--- src/rtl/clk_div_ctrl_if.sv ---
// Divide-factor update channel: valid/ready handshake carrying a new divide factor.
interface clk_div_ctrl_if #(
    parameter int unsigned CTR_WIDTH = 24
) ();
    logic [CTR_WIDTH-1:0] div_val;
    logic                 div_valid;
    logic                 div_ready;

    modport master (
        output div_val,
        output div_valid,
        input  div_ready
    );

    modport slave (
        input  div_val,
        input  div_valid,
        output div_ready
    );
endinterface

--- src/rtl/clk_div_ctrl.sv ---
// Run/stop controller and glitch-free reprogrammable divider for derived clocks.
// New factors take effect only at half-period boundaries; stop parks clk_out low.
module clk_div_ctrl #(
    parameter int unsigned CTR_WIDTH   = 24,
    parameter int unsigned DEFAULT_DIV = 1
) (
    input  logic          clk_in,
    input  logic          rst,
    input  logic          en,
    clk_div_ctrl_if.slave div_if,
    output logic          clk_out,
    output logic          tick,
    output logic          busy
);

    typedef enum logic [1:0] {StIdle, StRun, StStop} state_e;

    localparam logic [CTR_WIDTH-1:0] One      = CTR_WIDTH'(1);
    localparam logic [CTR_WIDTH-1:0] ResetDiv = (DEFAULT_DIV == 0) ? One : CTR_WIDTH'(DEFAULT_DIV);

    state_e               state_q;
    logic [CTR_WIDTH-1:0] ctr_q;
    logic [CTR_WIDTH-1:0] div_cur_q;
    logic [CTR_WIDTH-1:0] pending_q;
    logic                 pending_valid_q;
    logic                 clk_out_q;
    logic                 tick_q;
    logic                 busy_q;

    logic                 accept;
    logic                 boundary;
    logic [CTR_WIDTH-1:0] div_clamped;

    assign accept      = div_if.div_valid && div_if.div_ready;
    assign boundary    = (ctr_q == div_cur_q);
    assign div_clamped = (div_if.div_val == '0) ? One : div_if.div_val;

    // Ready is a direct flop output: one pending slot, free whenever it is empty.
    assign div_if.div_ready = !pending_valid_q;
    assign clk_out          = clk_out_q;
    assign tick             = tick_q;
    assign busy             = busy_q;

    always_ff @(posedge clk_in or posedge rst) begin
        if (rst) begin
            state_q         <= StIdle;
            ctr_q           <= One;
            div_cur_q       <= ResetDiv;
            pending_q       <= '0;
            pending_valid_q <= 1'b0;
            clk_out_q       <= 1'b0;
            tick_q          <= 1'b0;
            busy_q          <= 1'b0;
        end else begin
            tick_q <= 1'b0;
            unique case (state_q)
                StIdle: begin
                    ctr_q     <= One;
                    clk_out_q <= 1'b0;
                    // A value left pending by a low-phase stop is applied here.
                    if (pending_valid_q) begin
                        div_cur_q       <= pending_q;
                        pending_valid_q <= 1'b0;
                    end else if (accept) begin
                        div_cur_q <= div_clamped;
                    end
                    if (en) begin
                        state_q <= StRun;
                        busy_q  <= 1'b1;
                    end
                end
                StRun, StStop: begin
                    if (accept) begin
                        pending_q       <= div_clamped;
                        pending_valid_q <= 1'b1;
                    end
                    if (!en && !clk_out_q) begin
                        state_q <= StIdle;
                        busy_q  <= 1'b0;
                        ctr_q   <= One;
                    end else if (boundary) begin
                        // Here either en is high or clk_out is high, so a stop only ever falls.
                        clk_out_q <= !clk_out_q;
                        tick_q    <= !clk_out_q;
                        ctr_q     <= One;
                        if (pending_valid_q) begin
                            div_cur_q       <= pending_q;
                            pending_valid_q <= 1'b0;
                        end
                        if (en) begin
                            state_q <= StRun;
                        end else begin
                            state_q <= StIdle;
                            busy_q  <= 1'b0;
                        end
                    end else begin
                        ctr_q   <= ctr_q + One;
                        state_q <= en ? StRun : StStop;
                    end
                end
                default: begin
                    state_q <= StIdle;
                    busy_q  <= 1'b0;
                end
            endcase
        end
    end

endmodule

--- src/flat_wrapper.sv ---
// flat-port wrapper written by rule: the top's interface ports become plain ports
module clk_div_ctrl_flat 
#(
    parameter int unsigned CTR_WIDTH   = 24,
    parameter int unsigned DEFAULT_DIV = 1
)
  (clk_in, rst, en, clk_out, tick, busy, div_if_div_val, div_if_div_valid, div_if_div_ready);
  clk_div_ctrl_if #(.CTR_WIDTH(CTR_WIDTH)) div_if_i ();
  input  logic clk_in;
  input  logic rst;
  input  logic en;
  output logic clk_out;
  output logic tick;
  output logic busy;
  input wire logic [$bits(div_if_i.div_val)-1:0] div_if_div_val;
  input wire logic [$bits(div_if_i.div_valid)-1:0] div_if_div_valid;
  output wire logic [$bits(div_if_i.div_ready)-1:0] div_if_div_ready;
  assign div_if_i.div_val = div_if_div_val;
  assign div_if_i.div_valid = div_if_div_valid;
  assign div_if_div_ready = div_if_i.div_ready;
  clk_div_ctrl #(.CTR_WIDTH(CTR_WIDTH), .DEFAULT_DIV(DEFAULT_DIV)) u_core (.clk_in(clk_in), .rst(rst), .en(en), .div_if(div_if_i), .clk_out(clk_out), .tick(tick), .busy(busy));
endmodule
--- config.mk ---
export PLATFORM = sky130hd
export DESIGN_NAME = clk_div_ctrl_flat
export DESIGN_NICKNAME = d
export VERILOG_FILES = /design/src/rtl/clk_div_ctrl_if.sv /design/src/rtl/clk_div_ctrl.sv /design/src/flat_wrapper.sv
export SDC_FILE = /design/constraint.sdc
export NUM_CORES = 1
export LEC_CHECK = 0
export CAP_MARGIN = 10
export CORE_MARGIN = 2
export CORE_UTILIZATION = 45
export CTS_BUF_LIST = sky130_fd_sc_hd__clkbuf_4 sky130_fd_sc_hd__clkbuf_8 sky130_fd_sc_hd__clkbuf_16
export CTS_CLUSTER_SIZE = 28
export DETAILED_ROUTE_END_ITERATION = 12
export PLACE_DENSITY = 0.73
export SLEW_MARGIN = 30
export SYNTH_ARGS = -nofsm -noshare
export SYNTH_HDL_FRONTEND = slang
export SYNTH_SLANG_ARGS = --single-unit
export TNS_END_PERCENT = 30
--- constraint.sdc ---
create_clock -name clk_in -period 4.6 [get_ports clk_in]
set_input_delay 0.92 -clock clk_in [delete_from_list [all_inputs] [get_ports clk_in]]
set_output_delay 0.92 -clock clk_in [all_outputs]
set_load 0.01 [all_outputs]
==> flow_summary.rst <==
.. list-table::
   :header-rows: 1

   * - Metric
     - Value
   * - Power density normalized to cell area
     - a little under 500 nW/um^2
   * - Global placement routability congestion
     - 0.8811
   * - Global-route congestion overflow total
     - 0
   * - TritonRoute pass-1 iters
     - 4
   * - Post-layout min period
     - around 2.6 ns
   * - Share of Yosys cell area claimed by the top area cell type
     - between 40 and 50%
   * - Post-Syn Nets
     - about 380
   * - Post-route total power
     - roughly 2.2 mW
   * - Number of gates given a new drive strength after cts
     - 0
   * - Growth of design area from synthesis to finish
     - 15.87%
   * - Final setup TNS
     - 0 ns
   * - Cell type with the largest total area after synthesis
     - dfrtp_1
   * - CTS H-Tree Depth
     - 3
   * - Total DRC errors in the routed layout
     - 0
   * - Final critical-path share of the clock period
     - a little under three fifths
   * - Outcome
     - finished clean
   * - Total number of clock tree sinks
     - a little under 80
   * - Number of top-level pins
     - 32
   * - Post-synthesis cell area
     - ~3900 sq um
   * - Average via count per standard cell
     - 5.419
   * - Leakage power figure
     - between 1.5 and 2 nW
   * - Endpoint type of the worst setup path
     - flop
   * - Design Area, Final
     - 4576 sq um
   * - Kind of start point of the critical path
     - flop
   * - Chip width
     - roughly 100 um
   * - Maximum resistive drop on vdd
     - between 0.0002 and 0.00025 V
   * - Die height
     - between 90 and 100 um
   * - Cell types occupying the most area after synthesis
     - dfrtp_1, mux2_2, xnor2_1
   * - Antenna violations before repair
     - 0
   * - # setup viols final
     - 0
   * - Clock transition at the registers of the reported paths
     - about 0.090 ns
   * - Mean instance size in the synthesized netlist
     - between 10 and 15 sq um
   * - DPL Wire Length
     - between 5 and 6 mm
   * - Buffer type at the clock tree root
     - clkbuf_8
   * - Core outline area
     - between 8000 and 9000 sq um
   * - Proportion of layout cells with a drive suffix above 1
     - between 20% and 30%
   * - Placement Cell Area
     - 4365 sq um
   * - Worst Clk Skew
     - about 0.013 ns
   * - CTS hold repair buffers
     - 0
   * - Total GRT Usage
     - 17.64%
   * - Initial standard-cell utilization of the core
     - 45.95%
   * - Antenna-violating nets left
     - 0
   * - Num CTS Buffers
     - 9
   * - Via count of the first global-routing pass
     - between 2000 and 3000
   * - Share of flip-flops with an asynchronous set or reset
     - between 90% and 100%
   * - Clock buffer depth
     - 2
   * - Number of inserted diodes
     - 0
   * - Type of the worst setup path
     - reg2reg
   * - Synth warnings
     - 0
   * - CP Data Arrival Time
     - approximately 2.8 ns
   * - Net count of the finished layout
     - between 400 and 500
   * - Post-CTS setup buffers
     - 0
   * - CP required
     - a little under 5 ns
   * - Worst slew margin
     - around 43%
   * - Count of distinct cell types in the synthesized netlist
     - 37
   * - First-pass GRT wire length
     - roughly 13 mm
   * - Latest clock arrival within the worst-skew pair
     - around 0.35 ns
   * - Num rows
     - 34
   * - WL/cell
     - approximately 16 um
   * - Number of buffers inserted by port buffering
     - 31
   * - Number of enable flip-flop cells after synthesis
     - 0
   * - Routed Wire Length
     - ~7.8 mm
   * - Proportion of synthesized chip area in sequential cells
     - about half
   * - Pins Over Slew Limit
     - 0
   * - Cell with the most instances after synthesis
     - dfrtp_1
   * - Slew of the pin with the lowest slew margin
     - approximately 0.85 ns
   * - Final Hold Viols
     - 0
   * - Number of cells produced by synthesis
     - between 300 and 400
   * - Largest fanout on the critical path
     - 24
   * - Highest achievable clock rate
     - 387.8 MHz
   * - Hold Path Class
     - reg2reg
   * - Fillcell total
     - slightly below 800
   * - Detailed router's first-iteration violation count
     - slightly below 200
   * - Post-synthesis register bit count
     - 78
   * - Vias
     - approximately 2700
   * - Maximum number of pins on one net before global-route repair
     - 29
   * - Synth Flop Type
     - dfrtp_1
   * - Worst-case hold slack
     - around 0.5 ns
   * - Commonest cells post-synth
     - dfrtp_1, mux2_2, nor2_1, xnor2_1, mux2_1
   * - RSZ-0062 raised after global routing
     - false
   * - Floorplan die area
     - between 9000 and 10000 sq um
   * - CTS tree
     - built
   * - Number of max-cap violations
     - 0
==> flip-flops by register name, indices dropped and copies added (netlist names) <==
register / flops
u_core.clk_out: 1
u_core.tick: 1
u_core.pending_q: 24
u_core.ctr_q: 24
u_core.busy: 1
u_core.state_q: 2
u_core.pending_valid_q: 1
u_core.div_cur_q: 24
==> metrics by stage <==
| stage | util (%) | cells | worst slack (ns) |
|---|---|---|---|
| after floorplan | - | 344 | 1.688 |
| after global placement | 50.66 | 473 | 1.607 |
| after detailed placement | 50.80 | 473 | 1.788 |
| after CTS | 53.25 | 489 | 1.993 |
| after global routing | 53.25 | 489 | 1.790 |
| final | 53.25 | 489 | 2.022 |
==> cell type report <==
| type | count | area (sq um) | share of cell area, % |
|---|---|---|---|
| Inverter | 9 | 33.78 | 0.7383 |
| Timing Repair Buffer | 34 | 332.8 | 7.274 |
| Clock buffer | 11 | 145.1 | 3.172 |
| Clock inverter | 5 | 65.06 | 1.422 |
| Multi-Input combinational cell | 244 | 1909 | 41.73 |
| Sequential cell | 78 | 1954 | 42.71 |
| Tap cell | 108 | 135.1 | 2.953 |
==> placed cells by master (no fill, tap or decap), types with 5 or more instances in the layout <==
cell type         n
nand3_1           8
xor2_1           10
o21ai_0          10
a21oi_1           5
nor2_1           36
mux2_1           20
nor4_1            6
clkbuf_8         10
dfrtp_1          76
nand4_1          17
mux2_2           50
nand2_1          15
clkdlybuf4s50_1  31
xnor2_1          30
inv_1             8
==> power by group <==
part / total [mW] / switching (mW) / internal, mW
registers: 1.05 / 0.141 / 0.913
clock network: 0.538 / 0.261 / 0.278
logic: 0.613 / 0.240 / 0.373
==> final timing paths <==
check | startpoint | to | slack, ns | cells past startpoint
max in group asynchronous | rst | u_core.div_cur_q[0]$_DFFE_PP1P_ | 2.81 | 3
min in group asynchronous | rst | u_core.state_q[0]$_DFFE_PP0P_ | 0.95 | 2
hold reg to reg | u_core.pending_q[0]$_DFFE_PP0P_ | u_core.pending_q[0]$_DFFE_PP0P_ | 0.50 | 2
setup / recovery | u_core.ctr_q[11]$_DFFE_PP0P_ | u_core.div_cur_q[13]$_DFFE_PP0P_ | 2.02 | 7
hold / removal | u_core.pending_q[0]$_DFFE_PP0P_ | u_core.pending_q[0]$_DFFE_PP0P_ | 0.50 | 2
setup reg to reg | u_core.ctr_q[11]$_DFFE_PP0P_ | u_core.div_cur_q[13]$_DFFE_PP0P_ | 2.02 | 7
==> critical path: stages, from the launching register on <==
cell	delay, ns
dfrtp_1	0.49
xnor2_1	0.19
nand4_1	0.12
nor4_2	0.53
nand2_2	0.18
o41ai_4	0.22
buf_4	0.35
mux2_2	0.37
==> layer usage <==
metal | vias to the layer above | wire length, um | GRT usage [%]
li1 | 1281 | - | -
met1 | 1310 | 3598 | 25.48
met2 | 52 | 3663 | 26.68
met3 | 7 | 425 | 3.669
met4 | 0 | 101 | 5.662
met5 | - | 0 | 0
==> cells by family (layout without fill, tap and decap cells) <==
| group | Yosys count | after routing | synth area share [%] |
|---|---|---|---|
| AOI/OAI and AO/OA | 27 | 27 | 4.721 |
| xor gates and xnor gates | 40 | 40 | 8.872 |
| adders and majority gates | 3 | 3 | 0.9507 |
| buffers and inverters | 22 | 59 | 2.535 |
| DFF | 78 | 78 | 49.49 |
| muxes | 72 | 72 | 20.47 |
| and+or+nand+nor | 102 | 102 | 12.96 |
No activity file was read; power rests on OpenSTA's default activity.
